### src/rtl/led_pwm_dimmer_pkg.sv
// -----------------------------------------------------------------------------
// led_pwm_pkg
// Shared types and helpers for the LED PWM dimmer.
//   state_e   : cross-fade FSM states (IDLE, FADE_OUT, SWAP, FADE_IN)
//   SAT_W     : working width of the saturating helper (PWM_BITS must be <= SAT_W)
//   PWM_MAX   : largest level for the default 8-bit brightness resolution
//   sat_step  : saturating add (clamped to a ceiling) / subtract (clamped to a floor)
// -----------------------------------------------------------------------------
package led_pwm_pkg;

  typedef enum logic [1:0] {
    IDLE     = 2'd0,
    FADE_OUT = 2'd1,
    SWAP     = 2'd2,
    FADE_IN  = 2'd3
  } state_e;

  localparam int SAT_W            = 16;
  localparam int PWM_BITS_DEFAULT = 8;
  localparam int unsigned PWM_MAX = (2 ** PWM_BITS_DEFAULT) - 1;

  // Arithmetic is done one bit wider than the operands so that the sum can
  // never wrap before it is compared with the ceiling.
  // up=1 : min(level + step, limit)
  // up=0 : max(level - step, limit)
  function automatic logic [SAT_W-1:0] sat_step(
    input logic [SAT_W-1:0] level,
    input logic [SAT_W-1:0] step,
    input logic [SAT_W-1:0] limit,
    input logic             up
  );
    logic [SAT_W:0] wide;
    if (up) begin
      wide = {1'b0, level} + {1'b0, step};
      if (wide > {1'b0, limit}) begin
        wide = {1'b0, limit};
      end else begin
        wide = wide;
      end
    end else begin
      if ({1'b0, level} > ({1'b0, step} + {1'b0, limit})) begin
        wide = {1'b0, level} - {1'b0, step};
      end else begin
        wide = {1'b0, limit};
      end
    end
    return wide[SAT_W-1:0];
  endfunction

endpackage

### src/rtl/led_pwm_dimmer_if.sv
// -----------------------------------------------------------------------------
// led_pwm_dimmer_if
// Pattern handshake and LED drive bundle between pattern source and dimmer.
//   in_valid/in_ready/in_pattern : pattern transfer (valid/ready)
//   brightness                   : programmed target level
//   led_out                      : PWM-modulated LED pins
//   busy                         : a cross-fade is in progress
//   period_start                 : one-cycle pulse at each PWM period boundary
// master = pattern source side, slave = dimmer side.
// -----------------------------------------------------------------------------
interface led_pwm_dimmer_if #(
  parameter int WIDTH    = 8,
  parameter int PWM_BITS = 8
);
  logic                in_valid;
  logic                in_ready;
  logic [WIDTH-1:0]    in_pattern;
  logic [PWM_BITS-1:0] brightness;
  logic [WIDTH-1:0]    led_out;
  logic                busy;
  logic                period_start;

  modport master (
    output in_valid, in_pattern, brightness,
    input  in_ready, led_out, busy, period_start
  );

  modport slave (
    input  in_valid, in_pattern, brightness,
    output in_ready, led_out, busy, period_start
  );
endinterface

### src/rtl/led_pwm_dimmer_timebase.sv
// -----------------------------------------------------------------------------
// led_pwm_timebase
// PWM timebase: a prescaler that advances the PWM counter once every PRESCALE
// clocks, and a registered period marker.
//   CLK, RST_N     : clock, asynchronous active-low reset
//   pwm_cnt_o      : current PWM count (wraps modulo 2^PWM_BITS)
//   period_start_o : high for one cycle, in the first cycle pwm_cnt_o reads 0
//                    after a wrap (not after reset)
// -----------------------------------------------------------------------------
module led_pwm_timebase #(
  parameter int PWM_BITS = 8,
  parameter int PRESCALE = 4
) (
  input  logic                CLK,
  input  logic                RST_N,
  output logic [PWM_BITS-1:0] pwm_cnt_o,
  output logic                period_start_o
);

  localparam int              PS_W    = (PRESCALE > 1) ? $clog2(PRESCALE) : 1;
  localparam logic [PS_W-1:0] PS_LAST = PS_W'(PRESCALE - 1);

  logic [PS_W-1:0]     prescaler_q, prescaler_d;
  logic [PWM_BITS-1:0] pwm_cnt_q, pwm_cnt_d;
  logic                period_start_q, period_start_d;
  logic                tick_s;

  // Next-state of prescaler, PWM counter and period marker.
  always_comb begin
    tick_s         = (prescaler_q == PS_LAST);
    prescaler_d    = prescaler_q + PS_W'(1);
    pwm_cnt_d      = pwm_cnt_q;
    period_start_d = 1'b0;
    if (tick_s) begin
      prescaler_d    = {PS_W{1'b0}};
      pwm_cnt_d      = pwm_cnt_q + PWM_BITS'(1);
      // Flag the edge where the counter rolls over so the pulse lines up
      // with the first cycle of count 0.
      period_start_d = (pwm_cnt_q == {PWM_BITS{1'b1}});
    end else begin
      pwm_cnt_d      = pwm_cnt_q;
      period_start_d = 1'b0;
    end
  end

  // Timebase state registers.
  always_ff @(posedge CLK or negedge RST_N) begin
    if (!RST_N) begin
      prescaler_q    <= {PS_W{1'b0}};
      pwm_cnt_q      <= {PWM_BITS{1'b0}};
      period_start_q <= 1'b0;
    end else begin
      prescaler_q    <= prescaler_d;
      pwm_cnt_q      <= pwm_cnt_d;
      period_start_q <= period_start_d;
    end
  end

  assign pwm_cnt_o      = pwm_cnt_q;
  assign period_start_o = period_start_q;

endmodule

### src/rtl/led_pwm_dimmer.sv
// -----------------------------------------------------------------------------
// led_pwm_dimmer
// Accepts LED patterns over valid/ready and drives PWM-dimmed LED pins. Every
// new pattern is cross-faded: level ramps to 0, the pattern swaps, then the
// level ramps back up to the programmed brightness. Levels only move at PWM
// period boundaries.
//   CLK, RST_N : clock, asynchronous active-low reset
//   bus        : led_pwm_dimmer_if.slave (in_valid, in_ready, in_pattern,
//                brightness, led_out, busy, period_start)
// Build option: define LED_PWM_INVERT_EN for active-low LED boards (led_out
// inverted, reset value all ones); in_pattern bit = 1 still means "on".
// -----------------------------------------------------------------------------
module led_pwm_dimmer
  import led_pwm_pkg::*;
#(
  parameter int WIDTH     = 8,
  parameter int PWM_BITS  = 8,
  parameter int PRESCALE  = 4,
  parameter int FADE_STEP = 16
) (
  input logic             CLK,
  input logic             RST_N,
  led_pwm_dimmer_if.slave bus
);

`ifdef LED_PWM_INVERT_EN
  localparam logic [WIDTH-1:0] LED_OFF = {WIDTH{1'b1}};
`else
  localparam logic [WIDTH-1:0] LED_OFF = {WIDTH{1'b0}};
`endif

  state_e              state_q, state_d;
  logic [PWM_BITS-1:0] level_q, level_d;
  logic [PWM_BITS-1:0] target_q, target_d;
  logic [WIDTH-1:0]    active_q, active_d;
  logic [WIDTH-1:0]    pending_q, pending_d;
  logic [WIDTH-1:0]    led_q, led_d;
  logic [PWM_BITS-1:0] pwm_cnt_s;
  logic                period_start_s;
  logic [PWM_BITS-1:0] fade_up_s, fade_down_s;

  led_pwm_timebase #(
    .PWM_BITS (PWM_BITS),
    .PRESCALE (PRESCALE)
  ) u_timebase (
    .CLK            (CLK),
    .RST_N          (RST_N),
    .pwm_cnt_o      (pwm_cnt_s),
    .period_start_o (period_start_s)
  );

  // Cross-fade FSM: next state, level, target and pattern registers.
  always_comb begin
    state_d   = state_q;
    level_d   = level_q;
    active_d  = active_q;
    pending_d = pending_q;
    // Brightness is sampled at the period boundary and the freshly sampled
    // value is what the level moves towards in that same update.
    if (period_start_s) begin
      target_d = bus.brightness;
    end else begin
      target_d = target_q;
    end
    fade_up_s   = PWM_BITS'(sat_step(SAT_W'(level_q), SAT_W'(FADE_STEP), SAT_W'(target_d), 1'b1));
    fade_down_s = PWM_BITS'(sat_step(SAT_W'(level_q), SAT_W'(FADE_STEP), {SAT_W{1'b0}}, 1'b0));

    case (state_q)
      IDLE: begin
        if (period_start_s) begin
          level_d = target_d;
        end else begin
          level_d = level_q;
        end
        if (bus.in_valid) begin
          pending_d = bus.in_pattern;
          state_d   = FADE_OUT;
        end else begin
          state_d   = IDLE;
        end
      end
      FADE_OUT: begin
        if (period_start_s) begin
          if (level_q == {PWM_BITS{1'b0}}) begin
            state_d = SWAP;
          end else begin
            level_d = fade_down_s;
          end
        end else begin
          state_d = FADE_OUT;
        end
      end
      SWAP: begin
        active_d = pending_q;
        state_d  = FADE_IN;
      end
      FADE_IN: begin
        if (period_start_s) begin
          // Also covers a target lowered below the current level mid-fade.
          if (level_q >= target_d) begin
            level_d = target_d;
            state_d = IDLE;
          end else begin
            level_d = fade_up_s;
          end
        end else begin
          state_d = FADE_IN;
        end
      end
      default: begin
        state_d = IDLE;
      end
    endcase
  end

  // PWM compare: a lane is lit while the counter is below the level.
  always_comb begin
    if (pwm_cnt_s < level_q) begin
      led_d = active_q;
    end else begin
      led_d = {WIDTH{1'b0}};
    end
`ifdef LED_PWM_INVERT_EN
    led_d = ~led_d;
`endif
  end

  // State and datapath registers.
  always_ff @(posedge CLK or negedge RST_N) begin
    if (!RST_N) begin
      state_q   <= IDLE;
      level_q   <= {PWM_BITS{1'b0}};
      target_q  <= {PWM_BITS{1'b0}};
      active_q  <= {WIDTH{1'b0}};
      pending_q <= {WIDTH{1'b0}};
      led_q     <= LED_OFF;
    end else begin
      state_q   <= state_d;
      level_q   <= level_d;
      target_q  <= target_d;
      active_q  <= active_d;
      pending_q <= pending_d;
      led_q     <= led_d;
    end
  end

  assign bus.in_ready     = (state_q == IDLE);
  assign bus.busy         = (state_q != IDLE);
  assign bus.period_start = period_start_s;
  assign bus.led_out      = led_q;

endmodule
### src/flat_wrapper.sv
// flat-port wrapper written by rule: the top's interface ports become plain ports
module led_pwm_dimmer_flat import led_pwm_pkg::*;
#(
  parameter int WIDTH     = 8,
  parameter int PWM_BITS  = 8,
  parameter int PRESCALE  = 4,
  parameter int FADE_STEP = 16
)
  (CLK, RST_N, bus_in_valid, bus_in_pattern, bus_brightness, bus_in_ready, bus_led_out, bus_busy, bus_period_start);
  led_pwm_dimmer_if #(.WIDTH(WIDTH), .PWM_BITS(PWM_BITS)) bus_i ();
  input logic CLK;
  input logic RST_N;
  input wire logic [$bits(bus_i.in_valid)-1:0] bus_in_valid;
  input wire logic [$bits(bus_i.in_pattern)-1:0] bus_in_pattern;
  input wire logic [$bits(bus_i.brightness)-1:0] bus_brightness;
  output wire logic [$bits(bus_i.in_ready)-1:0] bus_in_ready;
  output wire logic [$bits(bus_i.led_out)-1:0] bus_led_out;
  output wire logic [$bits(bus_i.busy)-1:0] bus_busy;
  output wire logic [$bits(bus_i.period_start)-1:0] bus_period_start;
  assign bus_i.in_valid = bus_in_valid;
  assign bus_i.in_pattern = bus_in_pattern;
  assign bus_i.brightness = bus_brightness;
  assign bus_in_ready = bus_i.in_ready;
  assign bus_led_out = bus_i.led_out;
  assign bus_busy = bus_i.busy;
  assign bus_period_start = bus_i.period_start;
  led_pwm_dimmer #(.WIDTH(WIDTH), .PWM_BITS(PWM_BITS), .PRESCALE(PRESCALE), .FADE_STEP(FADE_STEP)) u_core (.CLK(CLK), .RST_N(RST_N), .bus(bus_i));
endmodule
### config.mk
export PLATFORM = sky130hd
export DESIGN_NAME = led_pwm_dimmer_flat
export DESIGN_NICKNAME = d
export VERILOG_FILES = /design/src/rtl/led_pwm_dimmer_pkg.sv /design/src/rtl/led_pwm_dimmer_if.sv /design/src/rtl/led_pwm_dimmer_timebase.sv /design/src/rtl/led_pwm_dimmer.sv /design/src/flat_wrapper.sv
export SDC_FILE = /design/constraint.sdc
export NUM_CORES = 1
export LEC_CHECK = 0
export ABC_AREA = 1
export CAP_MARGIN = 5
export CORE_MARGIN = 4
export CORE_UTILIZATION = 40
export CTS_BUF_LIST = sky130_fd_sc_hd__clkbuf_16
export DETAILED_ROUTE_END_ITERATION = 7
export GPL_ROUTABILITY_DRIVEN = 0
export HOLD_SLACK_MARGIN = 0.1
export PLACE_DENSITY = 0.65
export SETUP_SLACK_MARGIN = 0.3
export SLEW_MARGIN = 40
export SYNTH_ARGS = -nofsm -noshare
export SYNTH_HDL_FRONTEND = slang
export SYNTH_SLANG_ARGS = --single-unit
### constraint.sdc
create_clock -name CLK -period 3.9 [get_ports CLK]
set_clock_uncertainty 0.15 [all_clocks]
set_input_delay 1.17 -clock CLK [delete_from_list [all_inputs] [get_ports CLK]]
set_output_delay 1.17 -clock CLK [all_outputs]
set_load 0.02 [all_outputs]
# ---- After elaboration in Yosys (flattened, before gate mapping)
# Index checks and enable logic that the tools add are counted.
# W data, S select, Z words.
dict set report word_totals {
  register_bits 53
  in_bits 19
}
dict set report op_classes {
  n_addsub 4
  magnitude_cmp 4
  n_eq_ne 11
  n_mux 18
  reduce_logical 7
}
# op n
set op_table {}
lappend op_table {{$mux W8} 9}
lappend op_table {{$pmux W8 S3} 1}
lappend op_table {{$mux W2} 5}
lappend op_table {{$add A8 B5 Y9 const B} 1}
lappend op_table {{$gt A9 B8 Y1} 1}
lappend op_table {{$add A8 B1 Y8 const B} 1}
lappend op_table {{$eq A8 B8 Y1 const B} 1}
lappend op_table {{$ge A8 B8 Y1} 1}
lappend op_table {{$gt A8 B5 Y1 const B} 1}
lappend op_table {{$logic_not A8 Y1} 1}
lappend op_table {{$lt A8 B8 Y1} 1}
lappend op_table {{$pmux W2 S4} 1}
lappend op_table {{$sub A8 B5 Y8 const B} 1}
lappend op_table {{$eq A2 B2 Y1 const B} 3}
lappend op_table {{$ne A2 B2 Y1 const B} 3}
lappend op_table {{$ne A3 B2 Y1 const B} 2}
lappend op_table {{$reduce_and A5 Y1} 1}
lappend op_table {{$reduce_and A2 Y1} 2}
lappend op_table {{$reduce_bool A3 Y1} 1}
lappend op_table {{$add A2 B1 Y2 const B} 1}
lappend op_table {{$eq A2 B1 Y1 const B} 1}
lappend op_table {{$logic_not A2 Y1} 1}
lappend op_table {{$mux W1} 2}
lappend op_table {{$ne A2 B1 Y1 const B} 1}
lappend op_table {{$reduce_bool A2 Y1} 1}

# ---- Depth between registers and ports, before layout
# Gate-level depths: netlist of run 1.
dict set report logic_depth {
  word_depth 6
  ltp_mapped 20
  depth_no_buf 19
}

# ---- Modules after synthesis
# A second synthesis of run 1 with hierarchy kept.
dict set report hier_totals {
  hier_cells 359
  hier_area_um2 3069.2
}
# module instances cells_each area_per_inst_um2 seq_area_each_um2
set modules_own_cells {}
lappend modules_own_cells {led_pwm_dimmer 1 309 2567.5 1051.0}
lappend modules_own_cells {led_pwm_timebase 1 50 501.7 275.3}

# ---- Worst setup path before layout of run 1
# OpenSTA, ideal clock, no wires.
dict set report synth_timing {
  path_type {input to register}
  from {input port bus_brightness[4]}
  to {register u_core.level_q[1]}
  t_arrival_ps 2867
  required_time_ps 3634
  setup_slack_ps 766
  path_stages 13
  n_path_buf 0
  cell_sequence {or2_2 > o21ai_0 > ha_1 > inv_1 > nor2_1 > nand4_1 > or2_4 > nand2_4 > nand2_4 > o21ai_4 > nor2_1 > nand2_1 > nand2_1}
}
dict set report synth_via {
  elab_chain_len 6
  elab_cells_between_ends 7
  classes_between {order compare (2); mux (5)}
}
# element line
set synth_lines {}
lappend synth_lines {{start: declaration} flat_wrapper.sv:15} ;# input wire logic [$bits(bus_i.brightness)-1:0] bus_brightness;
lappend synth_lines {{$mux W8 *} led_pwm_dimmer.sv:60} ;# if (period_start_s) begin
lappend synth_lines {{$gt A9 B8 Y1} led_pwm_dimmer_pkg.sv:35} ;# if (wide > {1'b0, limit}) begin
lappend synth_lines {{$mux W8} led_pwm_dimmer_pkg.sv:35}
lappend synth_lines {{$mux W8 *} led_pwm_dimmer.sv:100} ;# if (level_q >= target_d) begin
lappend synth_lines {{$mux W8 *} led_pwm_dimmer.sv:98} ;# if (period_start_s) begin
lappend synth_lines {{$pmux W8 S3 *} led_pwm_dimmer.sv:68} ;# case (state_q)
lappend synth_lines {{end signal: assignment} led_pwm_dimmer.sv:132} ;# level_q <= {PWM_BITS{1'b0}};
lappend synth_lines {{end signal: assignment} led_pwm_dimmer.sv:139} ;# level_q <= level_d;
lappend synth_lines {{end: declaration} led_pwm_dimmer.sv:33} ;# logic [PWM_BITS-1:0] level_q, level_d;
# Mark *: on every way between the ends. The rest lies on a longest branch, timed or not. The select of a mux whose other input is x is not followed.
# A chain may end at the register's enable or synchronous reset.

# ---- Worst setup path in the final report of run 1
dict set report layout_timing {
  from {input port bus_brightness[3]}
  to {register u_core.level_q[1]}
}
# The elaborated chain is that of the path after synthesis.

==> impl_metrics.json, run 1 <==
{
  "synthMostInstantiatedCell": "nand2_1",
  "min_path_type": "flop to flop",
  "crit_type": "input pin to flop",
  "cp_max_fo": 5,
  "wire_per_inst_um": 12.5,
  "yosysTopAreaCellShare_pct": 44.2,
  "yosys.area.top_type": "dfrtp_1",
  "drtIter0Drc": 156,
  "rsz0062_at_grt": "false",
  "outcome": "completed",
  "grt_max_degree": 33,
  "fillCellCount": 728,
  "relSlewSlack_pct": 48.4,
  "power_density_mw_per_mm2": 287,
  "clock_latency_ns": 0.29,
  "io_buffers": 29,
  "synth_edf_count": 0,
  "cts_root_buf": "clkbuf_16",
  "syn_avg_cell_area_um2": 8.22,
  "areaGrowthSynthToFinish_pct": 19.1,
  "dp_hpwl_um": 4820,
  "ctsHoldBuffers": 0,
  "die_area_mm2": 0.00895,
  "io_pins": 30,
  "vias_per_cell": 4.76,
  "grt_overflow_total": 0,
  "use_met2_pct": 26.0,
  "start_util_pct": 41.2,
  "layout-drive-gt1-share_pct": 11.1,
  "multi_input_area_mm2": 0.00143,
  "syn_nets": 408,
  "irDropWorstVdd_mv": 0.179,
  "synthTopCellsByArea": "dfrtp_1, nand2_1, ha_1",
  "drc": 0,
  "nNetsFinal": 446,
  "synth_cell_types": 30,
  "cp-start-kind": "input pin",
  "cp.arrival_ns": 3.44,
  "ys_seq_area_share_pct": 44.2,
  "diodes": 0,
  "ys_top_cells_by_count": "nand2_1, dfrtp_1, inv_1",
  "grt_pass1_wl_um": 10700,
  "tightest_slew_ns": 0.771,
  "ant_nets": 0,
  "grt_pass1_vias": 2385,
  "leakagePower_nw": 1.87,
  "total_power_mw": 1.03,
  "cp-end-kind": "flop",
  "worstPathRequired_ns": 3.94,
  "slew_violations": 0,
  "setup_tns_ns": 0,
  "regArea_mm2": 0.00133,
  "wl_um": 6270,
  "finalCritPeriodShare_pct": 87.1,
  "cts_tree": "done",
  "post_cts.repair.setup_buffers": 0,
  "synth_area_mm2": 0.00300,
  "cts_resized": 0,
  "antenna_found_initial": 0,
  "synth-warning-count": 0,
  "dieWidth_um": 94.6,
  "vias": 2393,
  "use_met3_pct": 2.71,
  "numCtsBuffers": 5,
  "clockBufferDepth": 2,
  "setup_violations": 0,
  "synth.ff_latch_count": 53,
  "drt_first_pass_iters": 4,
  "period_minus_slack_ns": 3.40,
  "path_clk_slew_ns": 0.07,
  "hold_viol_final": 0,
  "max-cap-violations": 0,
  "yosys_most_used_dff": "dfrtp_1",
  "fp.dieH_um": 94.6,
  "grt_busiest_layer": "met2",
  "use_met1_pct": 19.5,
  "coreArea_mm2": 0.00729,
  "syn_inst": 365,
  "async_reset_ff_share_pct": 100,
  "cts.sinks": 53,
  "fmax_mhz": 294,
  "row_count": 31,
  "h-tree-depth": 2,
  "grt_use_total_pct": 15.3
}
-- cell families (layout without fill, tap and decap cells) --
| group | after synthesis | count (layout) | share of synthesized area (%) |
|---|---|---|---|
| and+or+nand+nor | 172 | 172 | 25.8 |
| buffers and inverters | 62 | 101 | 8.34 |
| DFF | 53 | 53 | 44.2 |
| AOI/OAI and AO/OA | 43 | 43 | 8.42 |
| adders and majority gates | 24 | 24 | 10.0 |
| xor gates and xnor gates | 10 | 10 | 2.92 |
| muxes | 1 | 1 | 0.375 |
-- final timing paths --
path	start	end	slack [ns]	cells after the start
max reg2reg	u_core.u_timebase.period_start_o	u_core.level_q[1]	1.03	14
min	u_core.u_timebase.prescaler_q[0]	u_core.u_timebase.prescaler_q[0]	0.28	1
max	bus_brightness[3]	u_core.level_q[1]	0.50	14
max in group asynchronous	RST_N	u_core.state_q[0]	2.19	2
min in group asynchronous	RST_N	u_core.active_q[2]	0.77	1
min reg2reg	u_core.u_timebase.prescaler_q[0]	u_core.u_timebase.prescaler_q[0]	0.28	1
-- worst max-delay path: stages --
cell and delay (ns):
clkdlybuf4s50_1 0.39, or2_2 0.29, o21ai_0 0.15, ha_1 0.32
a21oi_1 0.23, nand2_1 0.08, nand2_1 0.06, nand2_1 0.07
a21oi_4 0.22, nand3_2 0.13, nand3_2 0.13, inv_2 0.07
nand2_1 0.07, nand2_1 0.05
-- sequential cells by signal, indices dropped and copies added (netlist names) --
name                              cells
u_core.bus.led_out                    8
u_core.u_timebase.period_start_o      1
u_core.pending_q                      8
u_core.state_q                        2
u_core.level_q                        8
u_core.u_timebase.pwm_cnt_o           8
u_core.active_q                       8
u_core.target_q                       8
u_core.u_timebase.prescaler_q         2
-- through the flow --
| step | std cells | instance area (um^2) | util, % | hold WS [ns] | setup WS, ns |
|---|---|---|---|---|---|
| 3_3_place_gp | 495 | 3430 | 47.0 | 0.263 | 0.261 |
| 6_report | 503 | 3580 | 49.0 | 0.280 | 0.502 |
| 5_1_grt | 503 | 3580 | 49.0 | 0.306 | 0.324 |
| 3_5_place_dp | 495 | 3430 | 47.0 | 0.275 | 0.199 |
| 2_1_floorplan | 365 | 3000 | - | 0.253 | 0.766 |
| 4_1_cts | 503 | 3580 | 49.0 | 0.284 | 0.507 |
-- routing by layer --
layer	routed length [um]	vias up	share of wire [%]
li1	-	1222	-
met1	2790	1117	44
met2	3070	43	49
met3	280	11	4.5
met4	127	0	2.0
met5	0	-	0
-- power breakdown --
part,switching [mW],total [mW],internal (mW)
combinational,0.0131,0.0295,0.0164
clock,0.206,0.449,0.243
sequential,0,0.549,0.549
total,0.219,1.03,0.808
-- area by class of cell --
class,instances,area share [%]
Inverter,58,6.16
Tap cell,99,3.46
Timing Repair Buffer,35,9.24
Clock buffer,5,3.50
Clock inverter,3,0.700
Sequential cell,53,37.1
Multi-Input combinational cell,250,39.9
-- layout by cell type, fill, tap and decap left out, types with 2 or more instances in the layout --
master and n:
o21ai_1 2, a21oi_1 14, inv_1 53, nand2_2 8, buf_4 6, nand3_1 16, nand2_4 4, a211oi_1 2
o211ai_1 3, nand3_2 2, or2_2 7, nand2_1 95, xor2_1 8, clkbuf_16 5, ha_1 24, dfrtp_1 53
inv_6 2, clkdlybuf4s50_1 28, nand4_1 6, inv_2 3, xnor2_1 2, nor2_1 31, o21ai_0 19
(Power assumes the default switching activity.)
==> run 2, diff against run 1 <==
--- a/config.mk
+++ b/config.mk
@@ -11,11 +11,12 @@
 export CORE_UTILIZATION = 40
 export CTS_BUF_LIST = sky130_fd_sc_hd__clkbuf_16
 export DETAILED_ROUTE_END_ITERATION = 7
+export DONT_BUFFER_PORTS = 1
 export GPL_ROUTABILITY_DRIVEN = 0
 export HOLD_SLACK_MARGIN = 0.1
-export PLACE_DENSITY = 0.65
 export SETUP_SLACK_MARGIN = 0.3
 export SLEW_MARGIN = 40
 export SYNTH_ARGS = -nofsm -noshare
 export SYNTH_HDL_FRONTEND = slang
+export SYNTH_HIERARCHICAL = 1
 export SYNTH_SLANG_ARGS = --single-unit
==> impl_metrics.json, run 2 <==
{
  "outcome": "completed",
  "swShare_pct": 21.4,
  "synth_edf_count": 0,
  "row_count": 31,
  "grt_pass1_vias": 2133,
  "pre_cts_ws_ns": 0.583,
  "synth.ff_latch_count": 53,
  "post_cts.repair.setup_buffers": 0,
  "regArea_mm2": 0.00133,
  "cp_max_fo": 5,
  "tightest_slew_ns": 0.710,
  "ant_nets": 0,
  "dp_hpwl_um": 4240,
  "cp_slowest_cell": "ha_1",
  "switchingPower_mw": 0.219,
  "final_common_cell": "nand2_1",
  "max_stage_delay_ns": 0.34,
  "power_frac_clock_pct": 44.9,
  "wire_per_inst_um": 12.2,
  "cp-end-kind": "flop",
  "multi_input_area_mm2": 0.00149,
  "crit_type": "input pin to flop",
  "die_area_mm2": 0.00914,
  "setup_ws_ns": 0.891,
  "ctsHoldBuffers": 0,
  "power_density_mw_per_mm2": 307,
  "io_pins": 30,
  "cp-start-kind": "input pin",
  "drt_first_pass_iters": 4,
  "slew_violations": 0,
  "grt_use_total_pct": 13.7,
  "start_util_pct": 41.6,
  "syn_inst": 359,
  "dieWidth_um": 95.6,
  "diodes": 0,
  "antenna_found_initial": 0,
  "finalCritPeriodShare_pct": 77.2,
  "hold_viol_final": 0,
  "grt_max_degree": 54,
  "coreArea_mm2": 0.00737,
  "cts.sinks": 53,
  "path_clk_slew_ns": 0.07,
  "cts_root_buf": "clkbuf_16",
  "irDropWorstVdd_mv": 0.169,
  "synthTopCellsByArea": "dfrtp_1, ha_1, nand2_1",
  "h-tree-depth": 2,
  "fp.dieH_um": 95.6,
  "synthMostInstantiatedCell": "nand2_1",
  "fillCellCount": 702,
  "vias_per_cell": 4.68,
  "syn_nets": 402,
  "power_frac_seq_pct": 54.5,
  "setup_violations": 0,
  "clockBufferDepth": 2,
  "ys_top_cells_by_count": "nand2_1, inv_1, dfrtp_1",
  "cp.arrival_ns": 3.04,
  "syn_avg_cell_area_um2": 8.55,
  "leakagePower_nw": 1.78,
  "layout-drive-gt1-share_pct": 16.1,
  "synth_area_mm2": 0.00307,
  "cts_tree": "done",
  "yosys.area.top_type": "dfrtp_1",
  "yosys_most_used_dff": "dfrtp_1",
  "relSlewSlack_pct": 52.4,
  "nNetsFinal": 408,
  "synth-warning-count": 6,
  "grt_overflow_total": 0,
  "async_reset_ff_share_pct": 100,
  "layout_common_cells": "nand2_1, inv_1, dfrtp_1",
  "yosysTopAreaCellShare_pct": 43.2,
  "setup_tns_ns": 0,
  "io_buffers": 0,
  "wl_um": 5690,
  "worstPathRequired_ns": 3.94,
  "fmax_mhz": 332,
  "drc": 0,
  "grt_pass1_wl_um": 9770,
  "min_path_type": "flop to flop",
  "crit_top_cell": "nand2_1",
  "crit_chain": "or2_2 > o21ai_0 > ha_1 > a21oi_1 > nand2_1 > nand2_1 > nand2_1 > a21oi_4 > nand2_4 > o21ai_4 > nor2_1 > nand2_1 > nand2_1",
  "p_comb_share_pct": 0.7,
  "synth_cell_types": 29,
  "ys_seq_area_share_pct": 43.2,
  "period_minus_slack_ns": 3.01,
  "numCtsBuffers": 5,
  "vias": 2177,
  "max-cap-violations": 0,
  "internal_power_mw": 0.808,
  "drtIter0Drc": 88,
  "rsz0062_at_grt": "false",
  "clock_latency_ns": 0.29,
  "areaGrowthSynthToFinish_pct": 8.85,
  "cts_resized": 0
}
## run 2: power groups by stage
stage	combinational [mW]	sequential (mW)	clock (mW)
after floorplan	0.00648	0.570	0
after global placement	0.00670	0.570	0
after detailed placement	0.00694	0.571	0
after CTS	0.00695	0.559	0.480
after global routing	0.00772	0.560	0.506
final	0.00693	0.559	0.461
## run 2: path summary, 6_finish.rpt
| check | slack [ns] | to | startpoint | depth (start not counted) |
|---|---|---|---|---|
| max | 0.89 | u_core/level_q[3] | bus_brightness[3] | 13 |
| min | 0.27 | u_core/u_timebase/prescaler_q[0] | u_core/u_timebase/prescaler_q[0] | 1 |
| max reg2reg | 0.94 | u_core/level_q[3] | u_core/u_timebase/period_start_o | 14 |
| min reg2reg | 0.27 | u_core/u_timebase/prescaler_q[0] | u_core/u_timebase/prescaler_q[0] | 1 |
| max in group asynchronous | 3.07 | u_core/active_q[2] | RST_N | 0 |
| min in group asynchronous | 0.42 | u_core/target_q[6] | RST_N | 0 |
## run 2: layout make-up
class                      count  area share [%]
clock buffer                   5            3.75
clock inverter                 3           0.861
timing repair buffer           3           0.674
inverter                      60            6.82
tap                           99            3.71
multi-input combinational    242            44.5
sequential                    53            39.7
## run 2: worst max-delay path, delay by kind of cell
| kind | cells | cell delay [ns] |
|---|---|---|
| AND/OR/NAND/NOR | 8 | 0.77 |
| AO/OA/AOI/OAI | 4 | 0.74 |
| adder cells (fa/ha/maj) | 1 | 0.34 |
## run 2: through the flow
stage / hold slack (ns) / instance area, um^2 / cells / utilization (%) / power [mW]
after floorplan: 0.253 / 3070 / 359 / - / 0.576
after global placement: 0.263 / 3180 / 457 / 43.2 / 0.577
after detailed placement: 0.270 / 3190 / 457 / 43.2 / 0.578
after CTS: 0.280 / 3340 / 465 / 45.3 / 1.05
after global routing: 0.297 / 3340 / 465 / 45.3 / 1.07
final: 0.275 / 3340 / 465 / 45.3 / 1.03
## run 2: cells by family after synthesis
group	Yosys count	share of synthesized area (%)
simple gates	166	25.9
buf+inv	64	8.44
flops	53	43.2
compound gates	36	7.38
fa+ha+maj	24	9.78
mux	9	3.30
xor+xnor	7	2.00
## run 2: layer usage
layer  vias to the layer above  GRT usage, %  routed length, um
met5                         -             0                  0
met4                         0          2.84                 22
met3                         2          3.47                260
met2                        36          23.7               2810
met1                      1001          17.3               2590
li1                       1138             -                  -
